[config.mk]
export PLATFORM = sky130hd
export DESIGN_NAME = inv_key_schedule_flat
export DESIGN_NICKNAME = d
export VERILOG_FILES = /design/src/rtl/aes_pkg.sv /design/src/rtl/inv_key_schedule_if.sv /design/src/rtl/aes_sub_word.sv /design/src/rtl/inv_key_schedule.sv /design/src/flat_wrapper.sv
export SDC_FILE = /design/constraint.sdc
export NUM_CORES = 2
export LEC_CHECK = 0
export ABC_AREA = 0
export ABC_CLOCK_PERIOD_IN_PS = 15600
export CAP_MARGIN = 5
export CORE_MARGIN = 2
export CORE_UTILIZATION = 40
export CTS_CLUSTER_SIZE = 16
export DETAILED_ROUTE_END_ITERATION = 8
export PLACE_DENSITY = 0.66
export SETUP_SLACK_MARGIN = 0.5
export SYNTH_ARGS = -nofsm -noshare
export SYNTH_HDL_FRONTEND = slang
export SYNTH_SLANG_ARGS = --single-unit
[constraint.sdc]
create_clock -name clk -period 15.6 [get_ports clk]
set_input_delay 3.12 -clock clk [delete_from_list [all_inputs] [get_ports clk]]
set_output_delay 3.12 -clock clk [all_outputs]
set_load 0.02 [all_outputs]
[src/rtl/aes_pkg.sv]
// AES constants and byte-level helpers shared by the key schedule
// and the encrypt/decrypt datapaths.
package aes_pkg;

  localparam int AES_NB    = 4;
  localparam int AES128_NK = 4;
  localparam int AES128_NR = 10;

  typedef enum logic [1:0] {
    KS_IDLE,
    KS_FWD,
    KS_REV
  } ks_state_t;

  function automatic logic [7:0] rcon(
    input logic [3:0] i
  );
    unique case (i)
      4'd1:    rcon = 8'h01;
      4'd2:    rcon = 8'h02;
      4'd3:    rcon = 8'h04;
      4'd4:    rcon = 8'h08;
      4'd5:    rcon = 8'h10;
      4'd6:    rcon = 8'h20;
      4'd7:    rcon = 8'h40;
      4'd8:    rcon = 8'h80;
      4'd9:    rcon = 8'h1b;
      4'd10:   rcon = 8'h36;
      default: rcon = 8'h00;
    endcase
  endfunction

  function automatic logic [7:0] gf_mul(
    input logic [7:0] a,
    input logic [7:0] b
  );
    logic [7:0] p;
    logic [7:0] x;
    p = '0;
    x = a;
    for (int i = 0; i < 8; i++) begin
      if (b[i]) p = p ^ x;
      x = {x[6:0], 1'b0} ^ (x[7] ? 8'h1b : 8'h00);
    end
    return p;
  endfunction

  // Inverse as a^254 (0 maps to 0), then the affine map.
  function automatic logic [7:0] sbox(
    input logic [7:0] a
  );
    logic [7:0] s;
    logic [7:0] v;
    s = a;
    v = 8'h01;
    for (int i = 1; i < 8; i++) begin
      s = gf_mul(s, s);
      v = gf_mul(v, s);
    end
    return v
      ^ {v[6:0], v[7]}
      ^ {v[5:0], v[7:6]}
      ^ {v[4:0], v[7:5]}
      ^ {v[3:0], v[7:4]}
      ^ 8'h63;
  endfunction

endpackage

[src/rtl/inv_key_schedule_if.sv]
// Round-key stream from the inverse key schedule to the
// decrypt round pipeline.
interface inv_key_schedule_if;
  import aes_pkg::*;

  logic [127:0] rk_o;
  logic [3:0]   rk_round_o;
  logic         rk_valid_o;
  logic         rk_ready_i;
  logic         rk_last_o;

  modport master (
    output rk_o,
    output rk_round_o,
    output rk_valid_o,
    output rk_last_o,
    input  rk_ready_i
  );

  modport slave (
    input  rk_o,
    input  rk_round_o,
    input  rk_valid_o,
    input  rk_last_o,
    output rk_ready_i
  );

endinterface

[src/rtl/aes_sub_word.sv]
// 32-bit SubWord: four parallel S-box lookups.
module aes_sub_word
  import aes_pkg::*;
(
  input  logic [31:0] w,
  output logic [31:0] s
);

  assign s = {
    sbox(w[31:24]),
    sbox(w[23:16]),
    sbox(w[15:8]),
    sbox(w[7:0])
  };

endmodule

[src/rtl/inv_key_schedule.sv]
// AES-128 inverse key schedule: expands forward to round 10,
// then streams round keys 10..0 stepping the schedule backwards.
module inv_key_schedule
  import aes_pkg::*;
#(
  parameter int NR = AES128_NR
) (
  input  logic         clk,
  input  logic         rst_n,
  input  logic [127:0] key_i,
  input  logic         start_i,
  output logic         busy_o,
  inv_key_schedule_if.master rk
);

  if (NR != AES128_NR) begin : g_nr_check
    $error("inv_key_schedule: only NR=10 supported");
  end

  localparam logic [3:0] LAST = 4'(NR);

  ks_state_t    state, state_d;
  logic [127:0] w, w_d;
  logic [3:0]   cnt, cnt_d;

  logic [31:0] w0, w1, w2, w3;
  logic [31:0] p3, sw_in, sw_out, t;
  logic [31:0] f0, f1, f2, f3;
  logic        rev, hs;

  assign {w0, w1, w2, w3} = w;
  assign p3 = w3 ^ w2;

  // One SubWord shared: w3 going forward, p3 going back.
  assign sw_in = (state == KS_FWD) ? w3 : p3;

  aes_sub_word u_sub (
    .w ({sw_in[23:0], sw_in[31:24]}),
    .s (sw_out)
  );

  assign t  = sw_out ^ {rcon(cnt), 24'h0};
  assign f0 = w0 ^ t;
  assign f1 = w1 ^ f0;
  assign f2 = w2 ^ f1;
  assign f3 = w3 ^ f2;

  assign rev = (state == KS_REV);
  assign hs  = rev && rk.rk_ready_i;

  always_comb begin
    state_d = state;
    w_d     = w;
    cnt_d   = cnt;
    unique case (state)
      KS_IDLE: begin
        w_d   = '0;
        cnt_d = '0;
        if (start_i) begin
          state_d = KS_FWD;
          w_d     = key_i;
          cnt_d   = 4'd1;
        end
      end
      KS_FWD: begin
        w_d   = {f0, f1, f2, f3};
        cnt_d = cnt + 4'd1;
        if (cnt == LAST) begin
          state_d = KS_REV;
          cnt_d   = LAST;
        end
      end
      KS_REV: begin
        if (hs) begin
          if (cnt == 4'd0) begin
            state_d = KS_IDLE;
            w_d     = '0;
            cnt_d   = '0;
          end else begin
            w_d   = {w0 ^ t, w1 ^ w0, w2 ^ w1, p3};
            cnt_d = cnt - 4'd1;
          end
        end
      end
      default: state_d = KS_IDLE;
    endcase
  end

  always_ff @(posedge clk or negedge rst_n) begin
    if (!rst_n) begin
      state <= KS_IDLE;
      w     <= '0;
      cnt   <= '0;
    end else begin
      state <= state_d;
      w     <= w_d;
      cnt   <= cnt_d;
    end
  end

  assign busy_o        = (state != KS_IDLE);
  assign rk.rk_o       = w;
  assign rk.rk_valid_o = rev;
  assign rk.rk_round_o = rev ? cnt : 4'd0;
  assign rk.rk_last_o  = rev && (cnt == 4'd0);

endmodule

[src/flat_wrapper.sv]
// flat-port wrapper written by rule: the top's interface ports become plain ports
module inv_key_schedule_flat import aes_pkg::*;
#(
  parameter int NR = AES128_NR
)
  (clk, rst_n, key_i, start_i, busy_o, rk_rk_o, rk_rk_round_o, rk_rk_valid_o, rk_rk_last_o, rk_rk_ready_i);
  inv_key_schedule_if rk_i ();
  input  logic clk;
  input  logic rst_n;
  input  logic [127:0] key_i;
  input  logic start_i;
  output logic busy_o;
  output wire logic [$bits(rk_i.rk_o)-1:0] rk_rk_o;
  output wire logic [$bits(rk_i.rk_round_o)-1:0] rk_rk_round_o;
  output wire logic [$bits(rk_i.rk_valid_o)-1:0] rk_rk_valid_o;
  output wire logic [$bits(rk_i.rk_last_o)-1:0] rk_rk_last_o;
  input wire logic [$bits(rk_i.rk_ready_i)-1:0] rk_rk_ready_i;
  assign rk_rk_o = rk_i.rk_o;
  assign rk_rk_round_o = rk_i.rk_round_o;
  assign rk_rk_valid_o = rk_i.rk_valid_o;
  assign rk_rk_last_o = rk_i.rk_last_o;
  assign rk_i.rk_ready_i = rk_rk_ready_i;
  inv_key_schedule #(.NR(NR)) u_core (.clk(clk), .rst_n(rst_n), .key_i(key_i), .start_i(start_i), .busy_o(busy_o), .rk(rk_i));
endmodule
; Yosys cells after proc, flatten, opt, wreduce, memory -nomap -nowiden
; Memories as Yosys holds them, arrays and structs flattened.
; Cells that the tools add are included.
; W data, S select, Z words.
[op_classes]
n_bitwise = 784
n_mux = 828
n_eq_ne = 7
n_addsub = 2
n_reduce_logical = 8
[op_table]
columns = op, count
row1 = $mux W8, 420
row2 = $xor A8 B8 Y8, 380
row3 = $xor A8 B5 Y8, 364
row4 = $mux W5, 368
row5 = $mux W128, 3
row6 = $pmux W128 S3, 1
row7 = $xor A32 B32 Y32, 8
row8 = $mux W32, 1
row9 = $mux W4, 8
row10 = $mux W7, 4
row11 = $not A1 Y1 const A, 28
row12 = $mux W6, 4
row13 = $mux W2, 8
row14 = $not A4 Y4, 4
row15 = $mux W3, 4
row16 = $pmux W4 S3, 1
row17 = $ne A2 B2 Y1 const B, 4
row18 = $pmux W2 S3, 1
row19 = $mux W1, 5
row20 = $add A4 B1 Y4 const B, 1
row21 = $eq A4 B4 Y1 const B, 1
row22 = $logic_not A4 Y1, 1
row23 = $reduce_and A4 Y1, 1
row24 = $sub A4 B1 Y4 const B, 1
row25 = 7 further kinds, 8
[word_totals]
mem_bits_ro = 128
ff_bits = 134
memories = 1
elab_cells = 1633
[memory_table]
columns = memory, depth, width, read_ports, rd_clocked_by_memory_dff, wr, line
row1 = (name not given), 16, 8, 1, 0, 0, aes_pkg.sv:18  ; unique case (i)

; Logic depth before layout (Yosys ltp)
[depth]
word_depth = 140
depth_mapped = 78
mapped_depth_nobuf = 62

; Modules after synthesis
; From an unflattened synthesis, not the netlist that was laid out.
[unflattened]
cells_unflattened = 9136
area_unflattened_um2 = 67756.2
[modules_own_cells]
columns = mod, n_inst, area_per_inst_um2, cells_per_inst
row1 = aes_sub_word, 1, 57337.5, 7927
row2 = inv_key_schedule, 1, 10418.7, 1209

; Worst setup path after synthesis
; Ideal clock, no wire load.
[synth_path]
path_type = register to register
from = register u_core.state[1]
to = register u_core.w[28], in the netlist u_core.rk.rk_o[28]
t_required_ns = 15.464
arrival_time_ns = 16.830
stages_incl_launch_ff = 64
period_less_slack_ns = 16.966
slack_ns = -1.366
setup_time_ns = 0.136
path_cell_list = dfrtp_1 inv_1 ha_1 buf_6 inv_2 clkbuf_1 clkbuf_1 buf_1 nand2_1 xnor2_1 ha_1 nand2_1 xnor2_1 clkinv_1 clkbuf_1 clkbuf_1 ha_1 xnor2_2 [28 not listed] xnor3_1 nor2_1 xnor3_1 xnor3_1 or4_1 and2_1 buf_2 nor3_4 xnor2_1 xnor3_1 xnor3_1 xnor3_2 xnor3_1 xnor3_2 xnor2_2 xor2_1 a221oi_2 a211oi_2
[synth_via]
elab_chain_cells = 136
word_cells_on_any_way = 403
classes_between = eq/ne (3) / mux (205) / bitwise (191) / reduce/logical (4)
[synth_rtl]
columns = element, line
row1 = start: declaration, inv_key_schedule.sv:22  ; ks_state_t state, state_d;
row2 = start signal: assignment, inv_key_schedule.sv:95  ; state <= state_d;
row3 = $eq A2 B1 Y1, "inv_key_schedule.sv:35, inv_key_schedule.sv:55"
row4 = $mux W32, inv_key_schedule.sv:35  ; assign sw_in = (state == KS_FWD) ? w3 : p3;
row5 = "$mux W5, or another cell as far along", aes_pkg.sv:43  ; x = {x[6:0], 1'b0} ^ (x[7] ? 8'h1b : 8'h00);
row6 = $xor A8 B5 Y8 or $xor A8 B8 Y8 (tied branches), "aes_pkg.sv:43, aes_pkg.sv:42"
row7 = $xor A8 B8 Y8 or $mux W8 (tied branches), aes_pkg.sv:42  ; if (b[i]) p = p ^ x;
row8 = $mux W8 or $xor A8 B8 Y8 (tied branches), aes_pkg.sv:42
row9 = $xor A8 B8 Y8 or $mux W8 (tied branches), aes_pkg.sv:42
row10 = $mux W8 or $xor A8 B8 Y8 (tied branches), aes_pkg.sv:42
row11 = [120 not listed], --
row12 = $xor A8 B8 Y8, aes_pkg.sv:63  ; ^ {v[4:0], v[7:5]}
row13 = $xor A8 B8 Y8, aes_pkg.sv:64  ; ^ {v[3:0], v[7:4]}
row14 = $xor A32 B32 Y32, inv_key_schedule.sv:42  ; assign t = sw_out ^ {rcon(cnt), 24'h0};
row15 = $xor A32 B32 Y32, inv_key_schedule.sv:43  ; assign f0 = w0 ^ t;
row16 = $xor A32 B32 Y32, inv_key_schedule.sv:44  ; assign f1 = w1 ^ f0;
row17 = $xor A32 B32 Y32, inv_key_schedule.sv:45  ; assign f2 = w2 ^ f1;
row18 = $xor A32 B32 Y32, inv_key_schedule.sv:46  ; assign f3 = w3 ^ f2;
row19 = $pmux W128 S3, inv_key_schedule.sv:55  ; unique case (state)
row20 = end signal: assignment, inv_key_schedule.sv:96  ; w <= w_d;
row21 = end: declaration, inv_key_schedule.sv:23  ; logic [127:0] w, w_d;
; Parallel ways exist; a longest one is shown, timed or not.
; A chain may end at the register's enable or synchronous reset.

; Worst setup path in the final report
[layout_path]
from = register u_core.state[0]
to = register u_core.w[28], in the netlist u_core.rk.rk_o[28]
; Same word-level chain as after synthesis.

==> qor.csv <==
stage;metric;value;unit
run_status;status;finished, final reports clean;
synth;async_flop_share;1.00;
timing;finClkSkew;0.0113;ns
place;post-place-cells;11700;
critical_path;critical_path_arrival;15.53;ns
route;routed-via-count;71400;
route;antenna_left;0;
timing;finalWorstSetupSlack;0.402;ns
clock_tree;cts_buffers;17;
critical_path;cp-start-kind;flop;
timing;fin_crit_sh;0.974;
critical_path;critPathRequiredTime;15.94;ns
grt;grt_overflow;0;
final_layout;num-fill-cells;15600;
grt;grt_pass1_wl;388000;um
critical_path;cpPeakStageDelay;0.59;ns
timing;max-slew-margin-rel;0.0882;
timing;finalSetupTns;0;ns
synth;synth_area_leader_cell;xnor2_1;
clock_tree;clock_latency;0.48;ns
synth;yosysMostFrequentCell;xnor2_1;
synth;synth_edf_count;0;
floorplanning;num_rows;151;
floorplanning;fp.dieW;416;um
route;routed_wl;258000;um
floorplanning;start_util;0.402;
critical_path;slowest_stage;or4_1;
route;drt-initial-drc-count;6967;
synth;synth_area_leaders;xnor2_1 (23%), xnor3_1 (11%), nor2_1 (7.4%);
final_layout;layout.nets;10200;
route;dr.pass1.iters;7;
synth;ys_warn_count;0;
synth;synth.top_cell.area_share;0.226;
place;dp_slack;-0.837;ns
timing;worst_pin_slew;1.36;ns
final_layout;design_area;89400;um^2
grt;grt_max_degree;74;
critical_path;cp_max_fo;8;
final_layout;drive_gt1_frac;0.257;
synth;synth_flop_cell;dfrtp_1;
grt;grtUsageTotal;0.277;
timing;fmax;0.0658;GHz
synth;syn-mean-instance-area;7.48;um^2
synth;seq_area_frac_synth;0.0494;
route;wire_per_inst;21.0;um
grt;grt_pass1_vias;66500;
route;drc;0;
timing;setup_viol;0;
clock_tree;cts_tree;done;
final_layout;area_delta_synth_final;31.8;%
synth;postSynthCellCount;9070;
floorplanning;ios;267;
critical_path;endpoint_kind;flop;
synth;synthesis.area;67900;um^2
final_layout;stdcell_count;12300;
floorplanning;die-area;173000;um^2
place;hpwl;186000;um
synth;synth-seq-cells;134;
synth;yosys-top-cells-count;xnor2_1 (1752), nor2_1 (1332), nand2_1 (807);
clock_tree;cts_root_buf;clkbuf_16;
place;placedInstanceArea;78000;um^2
clock_tree;cts.sinks;134;
timing;rsz0062_at_grt;yes;
synth;post_synth_num_cell_types;119;
critical_path;cp_common_cell;xnor2_2;
floorplanning;core;169000;um^2
clock_tree;clock_path_buffers;2;
timing;period_minus_slack;15.20;ns
floorplanning;fp.dieH;416;um
timing;hold_viol_final;0;
route;via_per_inst;5.81;
worst_hold_path;min-delay-path-class;reg2reg;
synth;synth_fp_nets;9232;
grt;antenna_found_initial;16;
clock_tree;hold_buffers;0;
timing;slew_violations;0;
place;gp_congestion;0.958;
flow_run;maxCapViolCount;0;
critical_path;criticalPathCategory;reg2reg;
clock_tree;htree_levels;4;
place;port_buffers;266;
clock_tree;path_clk_slew;0.07;ns
## area by class of cell
type | instances | area (um^2) | share of cell area
flip-flops and latches | 134 | 3350 | 0.0375
repair buffers | 1602 | 13700 | 0.154
inverters | 125 | 484 | 0.00541
well taps | 2218 | 2780 | 0.0310
diodes | 12 | 30.0 | 0.000336
clock buffers | 19 | 443 | 0.00495
clock inverters | 13 | 146 | 0.00164
multi-input cells | 8169 | 68500 | 0.765
## flip-flops by register name (all words and copies together) (netlist names)
signal          flops
u_core.rk.rk_o    128
u_core.cnt          4
u_core.state        2
## cell usage in the layout (no fill, tap or decap), types with 55 or more instances in the layout
cell type | netlist | layout
a211oi_1 | 76 | 67
a21oi_1 | 522 | 496
a221oi_1 | 78 | 64
a22oi_1 | 92 | 88
a31oi_1 | 78 | 68
buf_12 | 0 | 55
buf_4 | 22 | 1191
buf_6 | 16 | 77
clkdlybuf4s50_1 | 0 | 264
dfrtp_1 | 134 | 134
inv_1 | 102 | 95
mux2i_1 | 202 | 192
nand2_1 | 807 | 796
nand2b_1 | 66 | 59
nand3_1 | 173 | 170
nor2_1 | 1332 | 1289
nor2b_1 | 100 | 96
nor3_1 | 217 | 203
o211ai_1 | 84 | 84
o21ai_0 | 478 | 457
o21ai_1 | 62 | 66
o22ai_1 | 141 | 129
xnor2_1 | 1752 | 1406
xnor2_2 | 98 | 337
xnor2_4 | 15 | 123
xnor3_1 | 342 | 213
xnor3_2 | 19 | 148
xor2_1 | 513 | 397
xor2_2 | 37 | 105
xor2_4 | 11 | 59
## path summary, 6_finish.rpt
check                                    from             endpoint  slack, ns  depth (start not counted)
setup reg to reg              u_core.state[0]   u_core.rk.rk_o[28]       0.40                         65
hold / removal             u_core.rk.rk_o[99]   u_core.rk.rk_o[99]       0.57                          2
min in group asynchronous               rst_n  u_core.rk.rk_o[121]       2.66                          1
setup / recovery              u_core.state[0]   u_core.rk.rk_o[28]       0.40                         65
hold reg to reg            u_core.rk.rk_o[99]   u_core.rk.rk_o[99]       0.57                          2
max in group asynchronous               rst_n   u_core.rk.rk_o[73]      11.50                          2
## critical path, delay by kind of cell (launching register included)
kind,cells,cell delay [ns]
adders and majority gates,2,0.48
AOI/OAI and AO/OA,3,0.37
muxes,1,0.25
and+or+nand+nor,13,2.62
xor gates and xnor gates,35,9.26
DFF,1,0.42
buffers and inverters,11,1.66
## kinds of logic (layout without fill, tap and decap cells)
logic type      after synthesis  count (layout)  share of synthesized area
simple gates               3010            3010                      0.195
xor+xnor                   2831            2835                      0.471
other cells                   0              12                          0
fa+ha+maj                    32              32                    0.00583
buf+inv                     771            1759                     0.0482
flops                       134             134                     0.0494
mux                         259             259                     0.0395
compound gates             2033            2033                      0.192
## through the flow
step | hold WS, ns | utilization
3_5_place_dp | 0.554 | 0.462
2_1_floorplan | 0.512 | -
3_3_place_gp | 0.533 | 0.462
6_report | 0.571 | 0.530
5_1_grt | 0.611 | 0.530
4_1_cts | 0.574 | 0.489
## repair_timing
item	in CTS	in global routing
gates resized for setup	359	660
cloned	2	5
pin swaps	184	349
buffers inserted	215	355
endpoints found under the setup margin	128	128
## per-layer routing
layer / up-vias / global-route usage / share of wire
met1: 34700 / 0.358 / 0.41
met3: 576 / 0.0256 / 0.061
met5: - / 0 / 0.00023
met2: 2843 / 0.463 / 0.48
li1: 33200 / - / -
met4: 8 / 0.130 / 0.054
Power is left out: the tool's default activity adds up to more than one toggle a clock period on the data nets, which glitch-free logic cannot reach.
